File: config.mk
export PLATFORM = sky130hd
export DESIGN_NAME = exit_status_chip_top
export DESIGN_NICKNAME = d
export VERILOG_FILES = /design/src/rtl/exit_status_chip_top.sv
export SDC_FILE = /design/constraint.sdc
export NUM_CORES = 1
export LEC_CHECK = 0
export CAP_MARGIN = 15
export CORE_MARGIN = 2
export CORE_UTILIZATION = 35
export CTS_CLUSTER_SIZE = 8
export DETAILED_ROUTE_END_ITERATION = 6
export GPL_TIMING_DRIVEN = 0
export HOLD_SLACK_MARGIN = 0.02
export PLACE_DENSITY = 0.67
export REMOVE_ABC_BUFFERS = 1
export SKIP_LAST_GASP = 1
export SLEW_MARGIN = 10
export SYNTH_ARGS = -nofsm -noshare
export SYNTH_HDL_FRONTEND = slang
export SYNTH_SLANG_ARGS = --single-unit
File: constraint.sdc
create_clock -name s_clk -period 4.74 [get_ports s_clk]
set_input_delay 1.185 -clock s_clk [delete_from_list [all_inputs] [get_ports s_clk]]
set_output_delay 1.185 -clock s_clk [all_outputs]
set_load 0.02 [all_outputs]
File: src/rtl/exit_status_chip_top.sv
// Test-completion monitor: latches the software exit code written over APB,
// runs a saturating cycle counter with an optional watchdog, and reports build config.
module exit_status_chip_top #(
  parameter string       SPI            = "SINGLE",
  parameter int unsigned BAUDRATE       = 781250,
  parameter string       TEST           = "",
  parameter string       DUT_IMPL       = "NORMAL",
  parameter bit          USE_ZERO_RISCY = 1'b0,
  parameter bit          RISCY_RV32F    = 1'b0,
  parameter bit          ZERO_RV32M     = 1'b1,
  parameter bit          ZERO_RV32E     = 1'b0,
  parameter int unsigned TIMEOUT_CYCLES = 0
) (
  input  logic        s_clk,
  input  logic        rst,
  input  logic [11:0] paddr,
  input  logic        psel,
  input  logic        penable,
  input  logic        pwrite,
  input  logic [31:0] pwdata,
  output logic [31:0] prdata,
  output logic        pready,
  output logic        pslverr,
  output logic        exit_done,
  output logic [7:0]  exit_status
);

  typedef enum logic [1:0] {
    REG_EXIT   = 2'd0,
    REG_CONFIG = 2'd1,
    REG_CYCLES = 2'd2,
    REG_BAUD   = 2'd3
  } reg_sel_e;

  localparam logic [7:0] STATUS_TIMEOUT = 8'hFE;
  localparam logic [7:0] STATUS_ERROR   = 8'hFF;

  localparam logic [31:0] CONFIG_VAL = {25'd0,
                                        DUT_IMPL != "NORMAL",
                                        ZERO_RV32E,
                                        ZERO_RV32M,
                                        RISCY_RV32F,
                                        USE_ZERO_RISCY,
                                        TEST == "DEBUG",
                                        SPI == "QUAD"};

  localparam logic [31:0] BAUD_VAL = 32'(BAUDRATE);
  localparam bit          WD_EN    = (TIMEOUT_CYCLES != 0);
  localparam logic [31:0] WD_LAST  = WD_EN ? 32'(TIMEOUT_CYCLES - 1) : 32'd0;

  logic [31:0] cycles;
  reg_sel_e    sel;
  logic        access;
  logic        aligned;
  logic        exit_wr;
  logic        wd_trip;

  assign sel     = reg_sel_e'(paddr[3:2]);
  assign access  = psel & penable;
  assign aligned = (paddr[1:0] == 2'b00);
  assign pready  = 1'b1;

  // Only EXIT is writable; misaligned offsets fault for both reads and writes.
  assign pslverr = access & (~aligned | (pwrite & (sel != REG_EXIT)));
  assign exit_wr = access & pwrite & aligned & (sel == REG_EXIT) & ~exit_done;
  assign wd_trip = WD_EN & ~exit_done & (cycles == WD_LAST);

  // NOTE: every always_comb output gets a default first so no path can infer a latch.
  always_comb begin
    prdata = 32'd0;
    if (access && !pwrite && aligned) begin
      unique case (sel)
        REG_EXIT:   prdata = {exit_done, 23'd0, exit_status};
        REG_CONFIG: prdata = CONFIG_VAL;
        REG_CYCLES: prdata = cycles;
        REG_BAUD:   prdata = BAUD_VAL;
      endcase
    end
  end

  // NOTE: sequential state uses non-blocking assignments so all flops see pre-edge values.
  always_ff @(posedge s_clk) begin
    if (rst) begin
      cycles      <= 32'd0;
      exit_done   <= 1'b0;
      exit_status <= STATUS_ERROR;
    end else begin
      if (!exit_done && cycles != 32'hFFFF_FFFF) begin
        cycles <= cycles + 32'd1;
      end
      // A software exit on the watchdog edge takes precedence over the timeout.
      if (exit_wr) begin
        exit_done   <= 1'b1;
        exit_status <= pwdata[7:0];
      end else if (wd_trip) begin
        exit_done   <= 1'b1;
        exit_status <= STATUS_TIMEOUT;
      end
    end
  end

  logic unused_bits;
  assign unused_bits = ^{paddr[11:4], pwdata[31:8]};

endmodule

==> out/results.tsv, run 1 <==
stage	metric	value	unit
pwr	Pwr Total	0.000694	W
global_routing	initial antenna violation count	0	
pwr	Int Power	0.000542	W
clock_network	CTS HTree Levels	2	
setup_path	CP startpoint kind	input pin	
placed_design	IO buf count	58	
sta	Final min period	4570	ps
clock_network	CTS tree	done	
clock_network	root buffer cell	clkbuf_8	
sta	Hold Fails Final Rpt	0	
min_path	hold path startpoint	exit_status[4]	
die	die area	0.00737	mm2
synth	Yosys warning count	0	
sta	Worst slew margin	0.464	
detailed_routing	post-route ant nets	0	
global_routing	GR peak layer	met2	
global_routing	first-pass GRT wire length	9.96	mm
die	core area	0.00642	mm2
pwr	Clk network pwr share	0.424	
min_path	Hold EP	exit_status[4]	
finish	post-route cell area	0.00312	mm2
sta	crit share post-route	0.965	
pwr	Sw Ratio	0.218	
synth	Synth cell types	48	
clock_network	# hold bufs at CTS	0	
finish	commonest non-fill, non-tap cell in the layout	nor2_1	
sta	hold slack	493	ps
pwr	pwr dens	223	mW/mm2
synth	sequential share of the synthesized area	0.350	
min_path	Hold Crit Depth	1	
pwr	static leakage	1.28	nW
detailed_routing	final wirelength	5.91	mm
min_path	hold crit path type	flip-flop to flip-flop	
sta	skew final	12.2	ps
clock_network	clock buffer count from CTS	5	
synth	Post-synth EDFFs	0	
global_routing	largest net degree at the start of global routing	44	
run_status	outcome	finished, final reports clean	
synth	syn_area_per_cell	7.81	um2
sta	setup violators final	0	
detailed_routing	DRC marker count from the first detailed-route iteration	119	
global_routing	vias in the first global route	2123	
synth	Post-synth top flop	dfxtp_1	
finish	P&R area growth vs syn	33.0	%
setup_path	r2r startpoint	cycles[0]	
finish	n_diodes	0	
setup_path	worst path arrival time	3390	ps
detailed_routing	mean routed wirelength per cell	13.8	um
finish	post-layout util	0.485	
placed_design	global placement routability congestion	0.771	
sta	Max Slew Vio Count	0	
setup_path	RR Endpoint	cycles[26]	
setup_path	Critical Path End Type	output port	
clock_network	clock tree buffer depth	2	
setup_path	r2r setup slk	2230	ps
die	row count	29	
sta	Slew @ Worst Pin	805	ps
detailed_routing	Vias	2252	
finish	final non-filler cell total	427	
synth	post-synthesis register bit count	41	
clock_network	Sink Count	41	
global_routing	GR Util All Layers	0.167	
die	Die X	85.8	um
die	Top Ports	92	
setup_path	Crit Path Max Fanout	11	
clock_network	clock transition at the registers of the reported paths	70	ps
synth	Gate Count Post-Synth	300	
setup_path	critical path class	input pin to output port	
sta	Fmax	219	MHz
synth	Mapped Area	0.00234	mm2
die	Starting Density	0.365	
run	max cap viols	0	
detailed_routing	drt via density	5.27	
pwr	Sw Pwr	0.000151	W
detailed_routing	DR DRC count	0	
finish	commonest non-fill, non-tap cells in the layout	55 x nor2_1, 45 x clkdlybuf4s50_1, 41 x dfxtp_1	
setup_path	Worst Reg2Reg Path Length in Cells	6	
global_routing	met3 usage	0.0481	
setup_path	Req. time, crit path	3560	ps
finish	nets@finish	399	
clock_network	Clock Latency Late Sink	300	ps
pwr	combinational share of power	0.071	
detailed_routing	First-pass DRT Iterations	6	
synth	Async SR Flop Fraction	0	
pwr	VDD IR max	198	uV
finish	share of layout cells above drive strength 1	0.0743	
placed_design	Placed Cells	418	
sta	RSZ-0062 raised after global routing	false	
finish	filler cell count	645	
placed_design	hpwl dp	4.10	mm
placed_design	DP Area	0.00294	mm2
global_routing	GR Util met2	0.257	
pwr	Seq pwr share	0.506	
global_routing	gr ovfl total	0	
global_routing	met1 Use GR	0.226	
die	die height	85.8	um
-- per-stage QoR --
stage / TNS (ps) / worst slack, ps
finish: 0 / 167
global route: 0 / 93.8
CTS: 0 / 12.8
detailed placement: -7140 / -609
global placement: -6780 / -584
floorplan: 0 / 837
-- how the worst max path moves through the flow --
stage | start | endpoint | slack [ps] | depth (start not counted)
global placement | paddr[1] | prdata[10] | -580 | 6
CTS | pwrite | prdata[10] | 10 | 7
detailed placement | pwrite | prdata[10] | -610 | 6
global route | paddr[3] | prdata[17] | 90 | 5
finish | paddr[3] | prdata[13] | 170 | 5
floorplan | pwrite | prdata[10] | 840 | 4
-- final cells by class --
| class | instances | area, um2 | area share |
|---|---|---|---|
| inverters | 15 | 56.3 | 0.0181 |
| clock inverters | 1 | 30.0 | 0.00963 |
| multi-input cells | 226 | 1400 | 0.447 |
| flip-flops and latches | 41 | 821 | 0.263 |
| clock buffers | 7 | 86.3 | 0.0277 |
| well taps | 77 | 96.3 | 0.0309 |
| repair buffers | 60 | 633 | 0.203 |
-- critical path, stage by stage --
cell and delay [ps]:
clkdlybuf4s50_1 760, inv_1 240, or2_2 450, nor2_1 140, clkdlybuf4s50_1 610
-- layer usage --
layer	up-vias	wire length, um	part of all wire
met5	-	0	0
met4	0	101	0.017
met3	12	387	0.065
met2	66	2590	0.44
met1	1023	2830	0.48
li1	1151	-	-
-- synthesized netlist by cell type, types with 2 or more instances --
cell type,count,area share
or4_1,5,0.016
clkbuf_1,11,0.018
a21oi_1,22,0.047
and3_1,3,0.0080
nand3_1,5,0.011
a211o_1,8,0.030
o21ai_1,9,0.019
buf_6,2,0.0096
or3_1,11,0.029
nand4_1,11,0.029
buf_2,2,0.0043
o31ai_1,2,0.0064
or2_2,3,0.0080
nand3b_1,2,0.0064
a211oi_1,4,0.013
a2111oi_0,2,0.0075
dfxtp_1,41,0.35
nand2_1,18,0.029
and2_1,12,0.032
nor3_1,6,0.013
mux2i_1,6,0.026
inv_1,15,0.024
xnor2_1,11,0.041
xor2_1,2,0.0075
nor2_1,56,0.090
nor4_1,3,0.0080
o21ai_0,6,0.013
clkbuf_2,2,0.0043
-- logic make-up (layout without fill, tap and decap cells) --
family | count (synthesis) | in the layout | share of synthesized area
flip-flops | 41 | 41 | 0.350
adder cells (fa/ha/maj) | 1 | 1 | 0.00534
buffers and inverters | 33 | 83 | 0.0630
XOR/XNOR | 13 | 13 | 0.0486
AND/OR/NAND/NOR | 142 | 142 | 0.320
other | 1 | 1 | 0.00160
AO/OA/AOI/OAI | 62 | 62 | 0.181
multiplexers | 7 | 7 | 0.0304
-- power groups by stage --
| stage | combinational (W) | clock (W) | sequential [W] |
|---|---|---|---|
| finish | 0.0000490 | 0.000294 | 0.000351 |
| global route | 0.0000538 | 0.000315 | 0.000351 |
| CTS | 0.0000493 | 0.000303 | 0.000351 |
| detailed placement | 0.0000477 | 0 | 0.000359 |
| global placement | 0.0000476 | 0 | 0.000359 |
| floorplan | 0.0000185 | 0 | 0.000359 |
-- flip-flops by register name (all words and copies together), names as in the netlist --
| register | cells |
|---|---|
| exit_status | 8 |
| cycles | 32 |
| exit_done | 1 |
-- what timing repair did --
action,in CTS,in global routing
resized for setup,4,12
setup buffers,1,0
pin swaps,1,0
endpoints found under the setup margin,12,12
hold endpoints to repair,0,0
Power figures use the tool's default switching activity.
==> run 2: changes to the inputs <==
==> constraint.sdc (replaced) <==
create_clock -name s_clk -period 4.74 [get_ports s_clk]
set_input_delay 1.185 -clock s_clk [delete_from_list [all_inputs] [get_ports s_clk]]
set_output_delay 1.185 -clock s_clk [all_outputs]
set_load 0.05 [all_outputs]
==> out/results.tsv, run 2 (same netlist as run 1, synthesis figures left out) <==
stage	metric	value	unit	change
run_status	outcome	finished, final reports clean		
setup_path	Worst Reg2Reg Path Length in Cells	6		unchanged
clock_network	Setup Buffers After CTS	0		-1
global_routing	GR Util All Layers	0.168		+0.000805
clock_network	CTS tree	done		
sta	setup violators final	0		unchanged
sta	Max Slew Vio Count	0		unchanged
sta	RSZ-0062 raised after global routing	true		
clock_network	clock transition at the registers of the reported paths	70	ps	about the same
finish	Largest register FFs	32		unchanged
setup_path	crit path cell chain	clkdlybuf4s50_1 -> or4_1 -> or2_2 -> nor2_4 -> and2_1 -> clkdlybuf4s15_2		
sta	Hold Fails Final Rpt	0		unchanged
detailed_routing	First-pass DRT Iterations	6		unchanged
finish	top flop regs	cycles (32), exit_status (8), exit_done (1)		
sta	Worst slew margin	0.460		-0.00360
setup_path	RR Endpoint	cycles[26]		
sta	skew final	13.0	ps	+0.795 ps
setup_path	Critical Path End Type	output port		
die	Die X	85.8	um	unchanged
setup_path	Worst path slowest cell	or4_1		
placed_design	global placement routability congestion	0.771		unchanged
finish	post-route cell area	0.00305	mm2	-2.1%
run	max cap viols	0		unchanged
detailed_routing	mean routed wirelength per cell	13.7	um	-0.73%
setup_path	Crit path largest cell delay	650	ps	-110 ps
global_routing	largest net degree at the start of global routing	44		unchanged
sta	Final min period	4710	ps	+137 ps
global_routing	first-pass GRT wire length	9.98	mm	+0.21%
setup_path	critical path class	input pin to output port		
finish	P&R area growth vs syn	30.3	%	
global_routing	met3 usage	0.0462		-0.00192
min_path	hold crit path type	flip-flop to flip-flop		
setup_path	r2r startpoint	cycles[0]		
global_routing	gr ovfl total	0		unchanged
placed_design	DP Area	0.00294	mm2	unchanged
detailed_routing	Vias	2231		-0.93%
setup_path	buffers plus inverters on the worst setup path	2		-1
global_routing	GR peak layer	met2		
die	core area	0.00642	mm2	unchanged
detailed_routing	final wirelength	5.85	mm	-0.96%
finish	share of layout cells above drive strength 1	0.103		+0.0289
clock_network	clock tree buffer depth	2		unchanged
global_routing	GR Util met2	0.261		+0.00426
sta	Slew @ Worst Pin	810	ps	+5.40 ps
pwr	pwr dens	229	mW/mm2	+2.9%
clock_network	# hold bufs at CTS	0		unchanged
setup_path	CP Capture Point	prdata[30]		
pwr	Pwr Total	0.000699	W	+0.73%
sta	Fmax	212	MHz	-2.9%
clock_network	clock buffer count from CTS	5		unchanged
clock_network	CTS HTree Levels	2		unchanged
finish	commonest non-fill, non-tap cells in the layout	55 x nor2_1, 41 x dfxtp_1, 28 x clkdlybuf4s50_1		
finish	nets@finish	398		-0.25%
detailed_routing	post-route ant nets	0		unchanged
setup_path	r2r setup slk	2250	ps	+20 ps
setup_path	Crit Path Max Fanout	12		+1
finish	Most flops, register	cycles		
global_routing	initial antenna violation count	0		unchanged
pwr	static leakage	1.15	nW	-11%
setup_path	largest delay contributor family on the critical path	simple AND/OR/NAND/NOR gates		
finish	n_diodes	0		unchanged
global_routing	vias in the first global route	2120		-0.14%
detailed_routing	DRC marker count from the first detailed-route iteration	120		+0.84%
setup_path	Req. time, crit path	3560	ps	about the same
pwr	VDD IR max	201	uV	+1.4%
setup_path	CP startpoint kind	input pin		
finish	post-layout util	0.475		-0.0101
placed_design	IO buf count	58		unchanged
clock_network	Sink Count	41		unchanged
die	die area	0.00737	mm2	unchanged
clock_network	root buffer cell	clkbuf_8		
placed_design	Setup WS pre-CTS	-808	ps	-199 ps
detailed_routing	DR DRC count	0		unchanged
setup_path	crit path launch	pwrite		
setup_path	critical path depth in cells	6		+1
detailed_routing	drt via density	5.24		-0.70%
clock_network	Clock Latency Late Sink	300	ps	about the same
die	die height	85.8	um	unchanged
sta	slack of the critical path	29.3	ps	-137 ps
sta	hold slack	492	ps	-0.925 ps
setup_path	worst path arrival time	3530	ps	+140 ps
global_routing	met1 Use GR	0.225		-0.000592
die	row count	29		unchanged
sta	crit share post-route	0.994		+0.0290
die	Top Ports	92		unchanged
die	Starting Density	0.365		unchanged
finish	commonest non-fill, non-tap cell in the layout	nor2_1		
placed_design	hpwl dp	4.10	mm	unchanged
[run 2: how the worst min path moves through the flow]
stage	startpoint	end	slack, ps	cells after the start
after global routing	exit_status[4]	exit_status[4]	520	1
final	exit_status[4]	exit_status[4]	490	1
after CTS	exit_status[4]	exit_status[4]	500	1
after global placement	exit_status[4]	exit_status[4]	470	1
after floorplan	cycles[31]	cycles[31]	460	2
after detailed placement	exit_status[4]	exit_status[4]	470	1
[run 2: layout make-up]
type                            count  area (um2)
Clock buffer                        7        86.3
Tap cell                           77        96.3
Timing Repair Buffer               59         574
Multi-Input combinational cell    226        1390
Clock inverter                      1        30.0
Fill cell                         663        3370
Inverter                           15        56.3
Sequential cell                    41         821
[run 2: metrics by stage]
stage               cells  setup TNS, ps
finish                426              0
floorplan             282              0
CTS                   426           -143
global placement      417          -9860
detailed placement    418         -10530
global route          426           -532
[run 2: metal layers]
layer | wire, um | share of wire
met5 | 0 | 0
met4 | 92 | 0.016
met3 | 359 | 0.061
met2 | 2620 | 0.45
met1 | 2780 | 0.48
[run 2: power breakdown]
part	switching [W]	total, W	internal [W]
sequential	0.00000385	0.000351	0.000347
combinational	0.0000309	0.0000536	0.0000227
clock	0.000123	0.000294	0.000172
total	0.000157	0.000699	0.000542
[run 2: worst reg2reg max path: cells and delay by family (launching register included)]
kind / cells / cell delay [ps]
adder cells (fa/ha/maj): 1 / 250
flip-flops: 1 / 430
AND/OR/NAND/NOR: 2 / 1020
AO/OA/AOI/OAI: 3 / 710
[run 2: what timing repair did]
item | in CTS | in global routing
cloned | 0 | 0
endpoints found under the setup margin | 28 | 13
resized for setup | 52 | 3
==> run 3: changes to the inputs <==
--- a/config.mk
+++ b/config.mk
@@ -10,7 +10,6 @@
 export CORE_UTILIZATION = 35
 export CTS_CLUSTER_SIZE = 8
 export DETAILED_ROUTE_END_ITERATION = 6
-export GPL_TIMING_DRIVEN = 0
 export HOLD_SLACK_MARGIN = 0.02
 export PLACE_DENSITY = 0.67
 export REMOVE_ABC_BUFFERS = 1
==> out/results.tsv, run 3 (same netlist as run 1, synthesis figures left out) <==
stage	metric	value	unit	change
placed_design	DP Area	0.00326	mm2	+11%
pwr	Pwr Total	0.000634	W	-9.3%
placed_design	global placement routability congestion	0.805		+4.3%
sta	Worst slew margin	0.473		+0.0133
finish	Largest register FFs	32		unchanged
finish	Most flops, register	cycles		
run_status	outcome	finished, final reports clean		
setup_path	crit path launch	pwrite		
clock_network	Clock Latency Late Sink	300	ps	about the same
sta	hold slack	504	ps	+12.1 ps
clock_network	cts repair resizes	0		-100%
global_routing	gr ovfl total	0		unchanged
global_routing	first-pass GRT wire length	10.3	mm	+3.0%
finish	n_diodes	0		unchanged
finish	post-route cell area	0.00334	mm2	+9.5%
die	Top Ports	92		unchanged
clock_network	clock transition at the registers of the reported paths	70	ps	about the same
clock_network	root buffer cell	clkbuf_8		
min_path	hold crit path type	flip-flop to flip-flop		
clock_network	CTS tree	done		
sta	skew final	5.53	ps	-7.50 ps
clock_network	clock tree buffer depth	2		unchanged
die	Starting Density	0.365		unchanged
clock_network	clock buffer count from CTS	5		unchanged
setup_path	Req. time, crit path	3560	ps	about the same
placed_design	IO buf count	58		unchanged
global_routing	GR Util All Layers	0.169		+0.00147
detailed_routing	First-pass DRT Iterations	7		+1
setup_path	Critical Path End Type	output port		
min_path	Hold Crit Depth	1		unchanged
sta	Max Slew Vio Count	0		unchanged
global_routing	largest net degree at the start of global routing	28		-36%
die	Die X	85.8	um	unchanged
sta	setup violators final	0		unchanged
detailed_routing	post-route ant nets	0		unchanged
finish	commonest non-fill, non-tap cells in the layout	56 x nor2_1, 41 x dfxtp_1, 29 x buf_12		
pwr	VDD IR max	117	uV	-42%
clock_network	CTS HTree Levels	2		unchanged
min_path	Hold EP	exit_status[5]		
clock_network	# hold bufs at CTS	0		unchanged
detailed_routing	mean routed wirelength per cell	13.7	um	-0.11%
detailed_routing	DR DRC count	0		unchanged
detailed_routing	DRC marker count from the first detailed-route iteration	74		-38%
die	die height	85.8	um	unchanged
die	core area	0.00642	mm2	unchanged
sta	total negative slack	0	ps	unchanged
sta	Fmax	229	MHz	+7.9%
pwr	static leakage	1.19	nW	+4.2%
setup_path	worst path arrival time	3180	ps	-350 ps
finish	P&R area growth vs syn	42.7	%	
global_routing	vias in the first global route	2253		+6.3%
detailed_routing	Vias	2309		+3.5%
finish	share of layout cells above drive strength 1	0.161		+0.0579
setup_path	CP startpoint kind	input pin		
min_path	hold path startpoint	exit_status[5]		
sta	crit share post-route	0.921		-0.0728
placed_design	hpwl dp	4.39	mm	+6.9%
sta	RSZ-0062 raised after global routing	false		
finish	commonest non-fill, non-tap cell in the layout	nor2_1		
setup_path	RR Endpoint	cycles[26]		
setup_path	Crit Path Max Fanout	12		unchanged
clock_network	Sink Count	41		unchanged
finish	nets@finish	403		+1.3%
sta	Hold Fails Final Rpt	0		unchanged
setup_path	r2r setup slk	2220	ps	-30 ps
detailed_routing	drt via density	5.36		+2.3%
setup_path	r2r startpoint	cycles[0]		
pwr	pwr dens	190	mW/mm2	-17%
die	die area	0.00737	mm2	unchanged
clock_network	Setup Buffers After CTS	0		unchanged
global_routing	initial antenna violation count	0		unchanged
sta	Slew @ Worst Pin	788	ps	-22.4 ps
setup_path	Worst Reg2Reg Path Length in Cells	6		unchanged
sta	Final min period	4370	ps	-345 ps
detailed_routing	final wirelength	5.92	mm	+1.1%
die	row count	29		unchanged
setup_path	critical path class	input pin to output port		
run	max cap viols	0		unchanged
finish	top flop regs	cycles (32), exit_status (8), exit_done (1)		
-- run 3: cell count changes in the layout (fill, tap and decap cells not counted), moves of 2 or more --
cell,delta
clkdlybuf4s50_1,-2
buf_4,+8
clkdlybuf4s15_2,-11
buf_12,+29
clkbuf_1,+2
dlygate4sd2_1,-16
-- run 3: area by class of cell --
class | instances | area, um2
inverter | 15 | 56.3
timing repair buffer | 64 | 908
fill | 600 | 3080
clock buffer | 8 | 80.1
sequential | 41 | 821
tap | 77 | 96.3
multi-input combinational | 226 | 1380
-- run 3: critical path, stage by stage --
cell	delay, ps
clkdlybuf4s50_1	440
or4_1	550
or2_2	370
nor2_1	110
buf_4	180
and2_1	190
buf_12	150
-- run 3: worst max-delay path by stage --
stage | depth (start not counted) | endpoint
4_1_cts | 7 | prdata[10]
3_5_place_dp | 7 | prdata[10]
3_3_place_gp | 7 | prdata[10]
6_report | 7 | prdata[27]
2_1_floorplan | 3 | prdata[20]
5_1_grt | 7 | prdata[12]
-- run 3: power breakdown --
group	leakage, nW	switching [W]	internal [W]
logic	0.824	0.0000313	0.0000269
clock network	0.0395	0.000120	0.000105
registers	0.331	0.00000380	0.000347
total	1.20	0.000155	0.000479
-- run 3: per-stage QoR --
step	worst slack, ps	instances	utilization
floorplan	353	282	-
global placement	361	423	0.508
detailed placement	355	423	0.508
CTS	352	431	0.521
global route	240	431	0.521
finish	375	431	0.521
-- run 3: metal layers --
metal | global-route usage | up-vias | part of all wire
met5 | 0 | - | 0
met4 | 0.0491 | 0 | 0.0096
met3 | 0.0510 | 6 | 0.067
met1 | 0.210 | 1083 | 0.46
li1 | - | 1154 | -
met2 | 0.283 | 66 | 0.46
